### config.mk
export PLATFORM = sky130hd
export DESIGN_NAME = if_fetch_flat
export DESIGN_NICKNAME = d
export VERILOG_FILES = /design/src/rtl/if_fetch_if.sv /design/src/rtl/if_fetch.sv /design/src/flat_wrapper.sv
export SDC_FILE = /design/constraint.sdc
export NUM_CORES = 1
export LEC_CHECK = 0
export BUFFER_PORTS_ARGS = -buffer_cell sky130_fd_sc_hd__buf_2
export CORE_ASPECT_RATIO = 0.5
export CORE_MARGIN = 3
export CORE_UTILIZATION = 45
export CTS_CLUSTER_DIAMETER = 80
export CTS_CLUSTER_SIZE = 10
export DETAILED_ROUTE_END_ITERATION = 7
export GPL_TIMING_DRIVEN = 0
export MAX_ROUTING_LAYER = met4
export PLACE_DENSITY = 0.68
export SLEW_MARGIN = 20
export SYNTH_ARGS = -nofsm -noshare
export SYNTH_HDL_FRONTEND = slang
export SYNTH_SLANG_ARGS = --single-unit
export TNS_END_PERCENT = 50
### constraint.sdc
create_clock -name clk -period 10.4 [get_ports clk]
set_input_delay 3.12 -clock clk [delete_from_list [all_inputs] [get_ports clk]]
set_output_delay 3.12 -clock clk [all_outputs]
set_load 0.02 [all_outputs]
### src/rtl/if_fetch_if.sv
// Shared 8-bit memory read port between the fetch stage (master) and the arbiter (slave).
// A request is accepted in a cycle with req & gnt; the read byte returns in the following cycle.
interface if_fetch_if;
  logic        mem_req_o;
  logic [31:0] mem_addr_o;
  logic        mem_gnt_i;
  logic [7:0]  mem_rdata_i;

  modport master (
    output mem_req_o,
    output mem_addr_o,
    input  mem_gnt_i,
    input  mem_rdata_i
  );

  modport slave (
    input  mem_req_o,
    input  mem_addr_o,
    output mem_gnt_i,
    output mem_rdata_i
  );
endinterface

### src/rtl/if_fetch.sv
// RV32I instruction fetch: four little-endian byte reads per word over the shared memory port,
// one-entry output register toward decode, highest-priority branch redirect.
module if_fetch #(
  parameter logic [31:0] RESET_PC = 32'h0000_0000
) (
  input  logic             clk,
  input  logic             rst,
  input  logic             stall_i,
  input  logic             branch_flag_i,
  input  logic [31:0]      branch_target_i,
  if_fetch_if.master       mem,
  output logic [31:0]      pc_o,
  output logic [31:0]      inst_o,
  output logic             valid_o
);

  typedef enum logic [2:0] {
    S_B0,
    S_B1,
    S_B2,
    S_B3,
    S_LAST,
    S_HOLD
  } state_t;

  state_t      state;
  logic [31:0] pc;
  logic [31:0] buffer;
  logic        pend;
  logic [1:0]  idx;

  logic        issue;
  logic [1:0]  byte_sel;
  logic        granted;
  logic        out_free;

  always_comb begin
    issue    = 1'b0;
    byte_sel = 2'd0;
    case (state)
      S_B0: begin issue = 1'b1; byte_sel = 2'd0; end
      S_B1: begin issue = 1'b1; byte_sel = 2'd1; end
      S_B2: begin issue = 1'b1; byte_sel = 2'd2; end
      S_B3: begin issue = 1'b1; byte_sel = 2'd3; end
      default: begin issue = 1'b0; byte_sel = 2'd0; end
    endcase
  end

  assign mem.mem_req_o  = issue;
  assign mem.mem_addr_o = issue ? (pc + {30'd0, byte_sel}) : pc;
  assign granted        = issue & mem.mem_gnt_i;
  // Output register can accept a new word if empty or being consumed at this edge.
  assign out_free       = ~valid_o | ~stall_i;

  always_ff @(posedge clk or negedge rst) begin
    if (!rst) begin
      pc      <= RESET_PC;
      state   <= S_B0;
      buffer  <= '0;
      pend    <= 1'b0;
      idx     <= 2'd0;
      pc_o    <= '0;
      inst_o  <= '0;
      valid_o <= 1'b0;
    end else if (branch_flag_i) begin
      // Redirect drops the in-flight word, any granted byte and the unconsumed output.
      pc      <= branch_target_i;
      state   <= S_B0;
      pend    <= 1'b0;
      valid_o <= 1'b0;
    end else begin
      pend <= granted;
      if (granted)
        idx <= byte_sel;
      if (pend)
        buffer[{idx, 3'b000} +: 8] <= mem.mem_rdata_i;

      if (valid_o && !stall_i)
        valid_o <= 1'b0;

      case (state)
        S_B0: if (granted) state <= S_B1;
        S_B1: if (granted) state <= S_B2;
        S_B2: if (granted) state <= S_B3;
        S_B3: if (granted) state <= S_LAST;
        S_LAST: begin
          // Byte 3 arrives this cycle; bypass it straight into the output when possible.
          if (out_free) begin
            inst_o  <= {mem.mem_rdata_i, buffer[23:0]};
            pc_o    <= pc;
            valid_o <= 1'b1;
            pc      <= pc + 32'd4;
            state   <= S_B0;
          end else begin
            state   <= S_HOLD;
          end
        end
        S_HOLD: begin
          if (out_free) begin
            inst_o  <= buffer;
            pc_o    <= pc;
            valid_o <= 1'b1;
            pc      <= pc + 32'd4;
            state   <= S_B0;
          end
        end
        default: state <= S_B0;
      endcase
    end
  end

endmodule

### src/flat_wrapper.sv
// flat-port wrapper written by rule: the top's interface ports become plain ports
module if_fetch_flat 
#(
  parameter logic [31:0] RESET_PC = 32'h0000_0000
)
  (clk, rst, stall_i, branch_flag_i, branch_target_i, pc_o, inst_o, valid_o, mem_mem_req_o, mem_mem_addr_o, mem_mem_gnt_i, mem_mem_rdata_i);
  if_fetch_if mem_i ();
  input  logic clk;
  input  logic rst;
  input  logic stall_i;
  input  logic branch_flag_i;
  input  logic [31:0] branch_target_i;
  output logic [31:0] pc_o;
  output logic [31:0] inst_o;
  output logic valid_o;
  output wire logic [$bits(mem_i.mem_req_o)-1:0] mem_mem_req_o;
  output wire logic [$bits(mem_i.mem_addr_o)-1:0] mem_mem_addr_o;
  input wire logic [$bits(mem_i.mem_gnt_i)-1:0] mem_mem_gnt_i;
  input wire logic [$bits(mem_i.mem_rdata_i)-1:0] mem_mem_rdata_i;
  assign mem_mem_req_o = mem_i.mem_req_o;
  assign mem_mem_addr_o = mem_i.mem_addr_o;
  assign mem_i.mem_gnt_i = mem_mem_gnt_i;
  assign mem_i.mem_rdata_i = mem_mem_rdata_i;
  if_fetch #(.RESET_PC(RESET_PC)) u_core (.clk(clk), .rst(rst), .stall_i(stall_i), .branch_flag_i(branch_flag_i), .branch_target_i(branch_target_i), .mem(mem_i), .pc_o(pc_o), .inst_o(inst_o), .valid_o(valid_o));
endmodule
; ---- Word level (Yosys, flattened, before mapping)
; Index checks and enable logic that the tools add are counted.
[totals]
reg_bits = 135
output_inout_bits = 98
elab_cells = 67
[classes]
n_addsub = 3
eq_ne = 12
n_shift = 2
mux = 23
n_bitwise = 5
n_reduce_logical = 14
[op_table]
columns = operator, count
row1 = two-way mux 32 bit, 6
row2 = case mux 32 bit (2 select lines), 1
row3 = adder 32 x 2 -> 32 bit, 1
row4 = "adder 32 x 3 -> 32 bit, second input constant", 1
row5 = bitwise mux 32 bit, 1
row6 = "variable shift 8 x 7 -> 32 bit, first input constant", 1
row7 = indexed part select 8 x 7 -> 32 bit, 1
row8 = two-way mux 3 bit, 7
row9 = case mux 3 bit (6 select lines), 1
row10 = "!= test 3 x 2 -> 1 bit, second input constant", 5
row11 = negator 5 -> 7 bit, 1
row12 = "== test 3 x 2 -> 1 bit, second input constant", 2
row13 = "== test 3 bit, second input constant", 2
row14 = two-way mux 1 bit, 6
row15 = case mux 2 bit (3 select lines), 1
row16 = AND reduction 2 bit, 3
row17 = nonzero test 2 bit, 3
row18 = AND reduction 5 bit, 1
row19 = "!= test 2 x 1 -> 1 bit, second input constant", 2
row20 = AND reduction 4 bit, 1
row21 = OR reduction 4 bit, 1
row22 = "== test 3 x 1 -> 1 bit, second input constant", 1
row23 = zero test 3 bit, 1
row24 = NOT 1 bit, 3
row25 = 6 further kinds, 6

; ---- Longest topological paths before layout
; Gate-level depths: netlist (run 1).
[depth]
word_depth = 7
mapped_depth = 10

; ---- Least setup slack after synthesis (run 1)
; No wires, ideal clock.
[synth_timing]
path_kind = reg-to-output
from = register u_core.state[2]
to = output mem_mem_addr_o[30]
arrival_ns = 3.089
slack_ns = 4.191
path_stages_with_launch = 10
path_buffers = 1
path_cell_list = dfrtp_1 > clkbuf_1 > inv_1 > nand2_1 > fa_1 > or3b_4 > or4_4 > nor3_1 > nand3_1 > xnor2_1
[synth_via]
elab_chain_cells = 4
[synth_rtl]
columns = item, line_no
row1 = from (decl), if_fetch.sv:26  ; state_t state;
row2 = from (signal assigned), if_fetch.sv:58  ; state <= S_B0;
row3 = from (signal assigned), if_fetch.sv:68  ; state <= S_B0;
row4 = from (signal assigned), if_fetch.sv:82  ; S_B0: if (granted) state <= S_B1;
row5 = "== test 3 x 1 -> 1 bit, or another cell as far along", if_fetch.sv:40  ; case (state)
row6 = OR reduction 4 bit (no line) (*), n/a
row7 = two-way mux 1 bit (*), if_fetch.sv:40
row8 = net mem_mem_req_o, flat_wrapper.sv:16  ; output wire logic [$bits(mem_i.mem_req_o)-1:0] mem_mem_req_o;
row9 = two-way mux 32 bit (*), if_fetch.sv:50  ; assign mem.mem_addr_o = issue ? (pc + {30'd0, byte_sel}) : pc;
row10 = to (decl), flat_wrapper.sv:17  ; output wire logic [$bits(mem_i.mem_addr_o)-1:0] mem_mem_addr_o;
; The timed path passes the listed nets; every way through them passes the cells marked *.

; ---- Final worst setup path (run 1)
[layout_timing]
from = register u_core.state[2]
to = output mem_mem_addr_o[30]
[layout_via]
elab_chain_cells = 4
[layout_rtl]
columns = item, line_no
row1 = == test 3 x 2 -> 1 bit / == test 3 x 1 -> 1 bit (equally long branches), if_fetch.sv:40
row2 = case mux 2 bit (3 select lines) (*), if_fetch.sv:40
row3 = net u_core.byte_sel[0], if_fetch.sv:33  ; logic [1:0] byte_sel;
row4 = adder 32 x 2 -> 32 bit (*), if_fetch.sv:50
row5 = two-way mux 32 bit (*), if_fetch.sv:50
; Marked as above.

==> reports/results.txt, run 1 <==
status: complete, no violations
nature of the critical path startpoint: flip-flop
net count after synthesis: 614
CP cell instances: clkbuf_1, nor2b_1, ha_1, inv_1, fa_1, or3b_4, or4_4, nor3_1, nand3_1, xnor2_1, buf_2
WP data required: 7.28 ns
die height: 89.77 µm
mapped cell area: 6315 µm²
die width: 173.5 µm
clk_lat worst skew: 0.41 ns
final setup vio count: 0
ys async rst share: 1.000
Max-cap violations: 0
Critical R2R Launch: u_core.state[1]$_DFFE_PN0P_
fin util: 0.6017
Peak VDD IR: 0.1341 mV
register area share after synthesis: 0.5350
hold path depth: 1
Yosys warnings: 0
PostCTS Resize Cnt: 0
Clock Path Buffers: 2
HP Start: u_core.inst_o[0]$_DFFE_PN0P_
Worst R2R End: u_core.pc_o[17]$_DFFE_PN0P_
dpl hpwl: 11340 µm
Clock Skew: 0.009809 ns
root buf cell: clkbuf_16
mux cell area share after synthesis: 0.1195
cell depth of the worst flop-to-flop path: 5
unique cell type count in the Yosys netlist: 36
Critical Path Max Stage Delay: 0.59 ns
CTS Buf Count: 17
#FFs+latches synth: 135
Antenna Cells: 0
final instance area: 7925 µm²
initial antenna violation count: 0
fin. max-slew vios: 0
Top Family by Delay on Critical Path: simple AND/OR/NAND/NOR gates
post-route ant nets: 0
CTS HTree Levels: 4
initial detailed-routing violation count: 322
leading cell type in the layout, fill and taps excluded: buf_2
Mapped Cells: 560
drt total wl: 16370 µm
Pleak: 3.943 nW
syn avg cell area: 11.28 µm²
max frequency: 143.9 MHz
Min-Delay Endpoint: u_core.inst_o[0]$_DFFE_PN0P_
worst hold margin: 0.4982 ns
nature of the critical path endpoint: output pin
Total GRT Usage: 0.2196
I/O Pins: 143
worst hold path type: flip-flop to flip-flop
PD cells: 180.2 nW/µm²
postcts setup bufs: 0
GPL Wtd Cong: 0.8444
fin crit share: 0.6681
CP arrival: 3.83 ns
Clock Pin Slew Worst Setup and Hold Paths: 0.06 ns
Simple-Gate Fraction of Synth Area: 0.1355
Placeable Area: 13170 µm²
Primary FF master, synth: dfrtp_1
CTS sink count: 135
Crit Path Category: flip-flop to output pin
number of vias per cell: 5.355
critical path peak fanout: 10
Synth Area in Adders: 0.01902
final-stage net count: 776
Rows: 29
largest net degree at the start of global routing: 97
drt wl/cell: 17.77 µm
crit path time final: 6.949 ns
DRC violations left: 0
Initial DRT Pass Iterations: 6
XOR/XNOR Fraction of Synth Area: 0.08460
Slew @ Worst Pin: 0.9430 ns
total negative setup slack: 0 ns
most frequent cells in the layout: 152 x buf_2, 135 x dfrtp_1, 60 x nand2_1
dpl cell area: 7308 µm²
CTS tree: built
Port-buffer cells: 142
Area Growth Syn to Fin: 25.50%
RSZ-0062 raised after global routing: no
GRT overflow: 0
Post-synth EDFFs: 0
layout cells sized above 1: 0.3469
Hold Fails Final Rpt: 0
Synth Area in Compound Gates: 0.08104
hold_buf cts: 0
Slew headroom: 0.3690
via count: 4932
number of global-route vias before repair: 5076
R2R Setup Slk: 7.73 ns
Crit path buffers/inverters: 3
Filler Cell Count: 1134
die area: 15580 µm²
Starting Density: 0.4794
slowest stage cell, crit path: or4_4
first-pass GRT wire length: 27060 µm
main combinational cell family by area after synthesis: simple AND/OR/NAND/NOR gates
[stage by stage]
stage / total power, mW / instances / setup WS [ns]
floorplan: 0.7268 / 560 / 4.191
global placement: 0.8044 / 888 / 3.880
detailed placement: 0.8124 / 889 / 3.891
CTS: 1.439 / 921 / 3.445
global route: 1.487 / 921 / 3.245
finish: 1.428 / 921 / 3.451
[worst reg2reg max path: cells and delay by family (launching register included)]
family	cells	cell delay (ns)
AND/OR/NAND/NOR	3	1.09
buffers and inverters	1	0.61
multiplexers	1	0.42
flip-flops	1	0.44
[cells by family (layout without fill, tap and decap cells)]
group | after synthesis | after routing
simple gates | 170 | 170
flops | 135 | 135
compound gates | 78 | 78
mux | 68 | 68
xor+xnor | 61 | 61
buf+inv | 39 | 214
fa+ha+maj | 9 | 9
[worst max-delay path by stage]
stage,startpoint,endpoint,depth (start not counted)
after floorplan,u_core.state[2]$_DFFE_PN0P_,mem_mem_addr_o[30],9
after global placement,u_core.state[2]$_DFFE_PN0P_,mem_mem_addr_o[30],11
after detailed placement,u_core.state[2]$_DFFE_PN0P_,mem_mem_addr_o[30],11
after CTS,u_core.state[2]$_DFFE_PN0P_,mem_mem_addr_o[30],11
after global routing,u_core.state[2]$_DFFE_PN0P_,mem_mem_addr_o[30],11
final,u_core.state[2]$_DFFE_PN0P_,mem_mem_addr_o[30],11
[state kept, by name, summed over array words and instances (netlist names)]
| signal | cells |
|---|---|
| u_core.buffer | 32 |
| u_core.inst_o | 32 |
| u_core.pc | 32 |
| u_core.pc_o | 32 |
| u_core.state | 3 |
| u_core.idx | 2 |
| u_core.pend | 1 |
| u_core.valid_o | 1 |
[where the power goes]
group	total [mW]	internal [mW]	switching, mW
sequential	0.606	0.569	0.0361
combinational	0.198	0.0777	0.120
clock	0.625	0.374	0.251
[metal layers]
metal	wire (µm)	part of all wire	GRT usage
met1	7861	0.48	0.3115
met2	7490	0.46	0.3282
met3	695	0.042	0.03620
met4	323	0.020	0.06199
met5	0	0	-
[cell type report]
cell class / instances / area [µm²] / share of cell area
inverters: 9 / 33.78 / 0.004263
plain buffers: 30 / 126.4 / 0.01595
well taps: 186 / 232.7 / 0.02937
flip-flops and latches: 135 / 3378 / 0.4263
repair buffers: 143 / 748.2 / 0.09441
multi-input cells: 386 / 2795 / 0.3527
clock inverters: 13 / 157.7 / 0.01989
clock buffers: 19 / 452.9 / 0.05715
[cell usage after synthesis (all sizes together) (11+ instances only)]
cell / count / area [µm²]
dfrtp: 135 / 3378
nor4: 13 / 81.33
mux2: 59 / 664.4
nor3: 13 / 70.07
nand4: 17 / 106.4
nand3: 11 / 60.06
o21ai: 33 / 165.2
nand2: 60 / 225.2
a22o: 32 / 280.3
xor2: 32 / 280.3
nor2: 29 / 108.9
buf: 11 / 55.05
a21oi: 12 / 60.06
clkbuf: 19 / 71.32
xnor2: 29 / 254.0
(Power assumes the default switching activity.)
==> run 2, diff against run 1 <==
- PLACE_DENSITY: 0.68 -> 0.71
- clock period: 10.4 -> 5.9 ns (I/O delays scaled with it)
==> reports/results.txt, run 2 (synthesis results as in run 1) <==
drt wl/cell: 18.21 µm (+2.4%)
Placeable Area: 13170 µm² (unchanged)
CTS Buf Count: 17 (unchanged)
largest net degree at the start of global routing: 71 (-27%)
postcts setup bufs: 0 (unchanged)
GPL Wtd Cong: 0.8498 (+0.64%)
worst hold path type: flip-flop to flip-flop
drt total wl: 16770 µm (+2.4%)
CTS sink count: 135 (unchanged)
CP arrival: 3.85 ns (+0.02 ns)
Slew headroom: 0.3322 (-0.03685)
Clock Skew: 0.008531 ns (-0.001277 ns)
die width: 173.5 µm (unchanged)
total negative setup slack: 0 ns (unchanged)
via count: 4955 (+0.47%)
initial detailed-routing violation count: 398 (+24%)
Clock Path Buffers: 2 (unchanged)
clk_lat worst skew: 0.42 ns (about the same)
Initial DRT Pass Iterations: 5 (-1)
Slew @ Worst Pin: 0.9980 ns (+0.05507 ns)
fin cells: 921 (unchanged)
critical path peak fanout: 10 (unchanged)
most frequent cells in the layout: 152 x buf_2, 135 x dfrtp_1, 60 x nand2_1
Antenna Cells: 0 (unchanged)
status: complete, no violations
fin crit share: 0.9526
Max-cap violations: 0 (unchanged)
Clock Pin Slew Worst Setup and Hold Paths: 0.06 ns (about the same)
crit path time final: 5.620 ns
first-pass GRT wire length: 26940 µm (-0.46%)
Starting Density: 0.4794 (unchanged)
dpl hpwl: 11540 µm (+1.8%)
Rows: 29 (unchanged)
number of global-route vias before repair: 5041 (-0.69%)
Reg area: 3378 µm² (unchanged)
fin. max-slew vios: 0 (unchanged)
Peak VDD IR: 0.1939 mV (+45%)
area of the multi-input gates: 2795 µm² (unchanged)
nature of the critical path startpoint: flip-flop
nature of the critical path endpoint: output pin
max frequency: 177.9 MHz
initial antenna violation count: 0 (unchanged)
Hold Fails Final Rpt: 0 (unchanged)
layout cells sized above 1: 0.3469 (unchanged)
CTS tree: built
die area: 15580 µm² (unchanged)
Crit Path Category: flip-flop to output pin
# placed instances: 889 (unchanged)
PD cells: 320.5 nW/µm² (+78%)
RSZ-0062 raised after global routing: no
Total GRT Usage: 0.2231 (+0.003462)
CTS HTree Levels: 4 (unchanged)
final setup vio count: 0 (unchanged)
hold_buf cts: 0 (unchanged)
number of vias per cell: 5.380 (+0.47%)
PostCTS Resize Cnt: 0 (unchanged)
Filler Cell Count: 1174 (+3.5%)
DRC violations left: 0 (unchanged)
WP data required: 4.13 ns (-3.15 ns)
Pleak: 3.949 nW (+0.17%)
I/O Pins: 143 (unchanged)
root buf cell: clkbuf_16
worst hold margin: 0.5004 ns (+0.002160 ns)
fin util: 0.6029 (+0.001235)
GRT overflow: 0 (unchanged)
leading cell type in the layout, fill and taps excluded: buf_2
final-stage net count: 776 (unchanged)
post-route ant nets: 0 (unchanged)
Area Growth Syn to Fin: 25.76%
Port-buffer cells: 142 (unchanged)
die height: 89.77 µm (unchanged)
## run 2: final timing paths
| path | start | to | slack, ns | depth (start not counted) |
|---|---|---|---|---|
| max | u_core.state[2]$_DFFE_PN0P_ | mem_mem_addr_o[30] | 0.28 | 11 |
| min | u_core.inst_o[2]$_DFFE_PN0P_ | u_core.inst_o[2]$_DFFE_PN0P_ | 0.50 | 1 |
| max reg2reg | u_core.state[1]$_DFFE_PN0P_ | u_core.pc_o[17]$_DFFE_PN0P_ | 3.18 | 5 |
| min reg2reg | u_core.inst_o[2]$_DFFE_PN0P_ | u_core.inst_o[2]$_DFFE_PN0P_ | 0.50 | 1 |
| max in group asynchronous | rst | u_core.buffer[11]$_DFFE_PN0P_ | 3.87 | 2 |
| min in group asynchronous | rst | u_core.pc[20]$_DFFE_PN0P_ | 1.31 | 1 |
## run 2: layout make-up
type / instances / area share
clock inverters: 14 / 0.02363
repair buffers: 143 / 0.09422
multi-input cells: 386 / 0.3520
clock buffers: 18 / 0.05530
flip-flops and latches: 135 / 0.4254
well taps: 186 / 0.02931
plain buffers: 30 / 0.01591
inverters: 9 / 0.004254
## run 2: metal layers
metal  track usage  vias to the layer above  part of all wire
li1              -                     2306                 -
met1        0.2944                     2490              0.46
met2        0.3544                      143              0.48
met3       0.04756                       16             0.042
met4       0.05728                        0             0.011
met5             -                        -                 0
## run 2: power breakdown
part / leakage, nW / internal, mW / total [mW] / switching (mW)
Combinational: 1.84 / 0.137 / 0.350 / 0.213
Sequential: 1.81 / 1.00 / 1.07 / 0.0640
Clock: 0.304 / 0.689 / 1.13 / 0.439
## run 2: metrics by stage
stage / setup slack [ns] / instance area [µm²] / total power, mW
after floorplan: 1.041 / 6315 / 1.281
after global placement: 0.7613 / 7258 / 1.418
after detailed placement: 0.7015 / 7302 / 1.432
after CTS: 0.2439 / 7929 / 2.563
after global routing: 0.06382 / 7941 / 2.645
final: 0.2799 / 7941 / 2.546
## run 2: critical path, stage by stage (launching register included)
cell	delay, ns
dfrtp_1	0.42
clkbuf_1	0.26
nor2b_1	0.19
ha_1	0.19
inv_1	0.06
fa_1	0.41
or3b_4	0.45
or4_4	0.59
nor3_1	0.41
nand3_1	0.15
xnor2_1	0.14
buf_2	0.18
==> run 3, diff against run 2 <==
--- a/config.mk
+++ b/config.mk
@@ -6,5 +6,4 @@
 export NUM_CORES = 1
 export LEC_CHECK = 0
-export BUFFER_PORTS_ARGS = -buffer_cell sky130_fd_sc_hd__buf_2
 export CORE_ASPECT_RATIO = 0.5
 export CORE_MARGIN = 3
@@ -13,7 +12,7 @@
 export CTS_CLUSTER_SIZE = 10
 export DETAILED_ROUTE_END_ITERATION = 7
+export DONT_BUFFER_PORTS = 1
 export GPL_TIMING_DRIVEN = 0
 export MAX_ROUTING_LAYER = met4
-export PLACE_DENSITY = 0.71
 export SLEW_MARGIN = 20
 export SYNTH_ARGS = -nofsm -noshare
==> constraint.sdc (replaced) <==
create_clock -name clk -period 5.9 [get_ports clk]
set_input_delay 1.77 -clock clk [delete_from_list [all_inputs] [get_ports clk]]
set_output_delay 1.77 -clock clk [all_outputs]
set_load 0.005 [all_outputs]
==> reports/results.txt, run 3 (synthesis results as in run 1) <==
final instance area: 7203 µm² (-9.3%)
Slew headroom: 0.3723 (+0.04011)
leading cell type in the layout, fill and taps excluded: dfrtp_1
initial detailed-routing violation count: 281 (-29%)
DRC violations left: 0 (unchanged)
status: complete, no violations
post-route ant nets: 0 (unchanged)
die height: 89.77 µm (unchanged)
Place WS: 0.7631 ns (+0.06160 ns)
fin util: 0.5469 (-0.05605)
PD cells: 334.8 nW/µm² (+4.5%)
Clock Pin Slew Worst Setup and Hold Paths: 0.06 ns (about the same)
CTS tree: built
R2R Setup Slk: 3.21 ns (+0.03 ns)
Area Growth Syn to Fin: 14.07%
GPL Wtd Cong: 0.8608 (+1.3%)
final setup vio count: 0 (unchanged)
RSZ-0062 raised after global routing: no
Clock Path Buffers: 2 (unchanged)
first-pass GRT wire length: 25670 µm (-4.7%)
root buf cell: clkbuf_16
largest net degree at the start of global routing: 136 (+92%)
Placeable Area: 13170 µm² (unchanged)
via count: 4258 (-14%)
worst hold path type: flip-flop to flip-flop
slowest stage cell, crit path: or4_4
most frequent cells in the layout: 135 x dfrtp_1, 60 x nand2_1, 59 x mux2_2
critical path peak fanout: 10 (unchanged)
GRT overflow: 0 (unchanged)
Clock Skew: 0.01193 ns (+0.003397 ns)
max frequency: 179.3 MHz (+0.78%)
WP data required: 4.13 ns (about the same)
PostCTS Resize Cnt: 0 (unchanged)
dpl hpwl: 10960 µm (-5.1%)
die width: 173.5 µm (unchanged)
Top Family by Delay on Critical Path: simple AND/OR/NAND/NOR gates
fin crit share: 0.9452 (-0.007394)
dpl cell area: 6566 µm² (-10%)
CP arrival: 3.81 ns (-0.04 ns)
final-stage net count: 633 (-18%)
drt wl/cell: 20.55 µm (+13%)
Slew @ Worst Pin: 0.9381 ns (-0.05994 ns)
crit path time final: 5.576 ns (-0.04362 ns)
CTS Buf Count: 17 (unchanged)
fin. max-slew vios: 0 (unchanged)
Critical Path Max Stage Delay: 0.60 ns (about the same)
postcts setup bufs: 0 (unchanged)
nature of the critical path endpoint: output pin
I/O Pins: 143 (unchanged)
nature of the critical path startpoint: flip-flop
die area: 15580 µm² (unchanged)
clk_lat worst skew: 0.41 ns (about the same)
Hold Fails Final Rpt: 0 (unchanged)
Initial DRT Pass Iterations: 4 (-1)
Port-buffer cells: 0 (-100%)
number of vias per cell: 5.480 (+1.9%)
CTS sink count: 135 (unchanged)
total negative setup slack: 0 ns (unchanged)
Crit Path Category: flip-flop to output pin
number of global-route vias before repair: 4440 (-12%)
Starting Density: 0.4794 (unchanged)
Pleak: 3.271 nW (-17%)
drt total wl: 15970 µm (-4.8%)
CP cell instances: clkbuf_1, nor2b_1, ha_1, inv_1, fa_1, or3b_4, or4_4, nor3_1, nand3_1, xnor2_1
CTS HTree Levels: 4 (unchanged)
hold_buf cts: 0 (unchanged)
Peak VDD IR: 0.1904 mV (-1.8%)
initial antenna violation count: 0 (unchanged)
Antenna Cells: 0 (unchanged)
Final Worst Setup Slack: 0.3235 ns (+0.04362 ns)
Crit path buffers/inverters: 2 (-1)
Max-cap violations: 0 (unchanged)
Rows: 29 (unchanged)
layout cells sized above 1: 0.1878 (-0.1591)
Total GRT Usage: 0.2147 (-0.008352)
worst hold margin: 0.4977 ns (-0.002664 ns)
==> run 3: changes by cell type in the layout (fill, tap and decap cells not counted), sizes merged <==
cell    change
buf       -143
bufinv      +1
clkbuf      -1
clkinv      -2
inv         +1
==> run 3: final cells by class <==
| cell class | count | area [µm²] |
|---|---|---|
| clock buffer | 17 | 425.4 |
| multi-input combinational | 386 | 2795 |
| tap | 186 | 232.7 |
| sequential | 135 | 3378 |
| buffer | 30 | 126.4 |
| fill | 1161 | 5968 |
| inverter | 9 | 33.78 |
| clock inverter | 14 | 211.5 |
==> run 3: per-layer routing <==
layer / GRT usage / up-vias / part of all wire
li1: - / 2025 / -
met4: 0.05660 / 0 / 0.0053
met1: 0.2947 / 2119 / 0.48
met2: 0.3178 / 107 / 0.46
met3: 0.05682 / 7 / 0.057
met5: - / - / 0
==> run 3: stage by stage <==
step | power (mW) | std cells
global placement | 1.266 | 746
finish | 2.412 | 777
detailed placement | 1.275 | 746
floorplan | 1.216 | 560
CTS | 2.438 | 777
global route | 2.509 | 777
==> run 3: report_power, final <==
part,leakage (nW),internal [mW],switching [mW]
sequential,1.81,1.00,0.0721
clock,0.309,0.720,0.435
combinational,1.15,0.0865,0.0942
total,3.27,1.81,0.602
==> run 3: final timing paths <==
check | start | endpoint | cells past startpoint
max reg2reg | u_core.state[1]$_DFFE_PN0P_ | u_core.pc_o[16]$_DFFE_PN0P_ | 5
min | u_core.buffer[13]$_DFFE_PN0P_ | u_core.buffer[13]$_DFFE_PN0P_ | 1
max in group asynchronous | rst | u_core.pend$_DFF_PN0_ | 0
min reg2reg | u_core.buffer[13]$_DFFE_PN0P_ | u_core.buffer[13]$_DFFE_PN0P_ | 1
min in group asynchronous | rst | u_core.pc_o[18]$_DFFE_PN0P_ | 0
max | u_core.state[2]$_DFFE_PN0P_ | mem_mem_addr_o[30] | 10
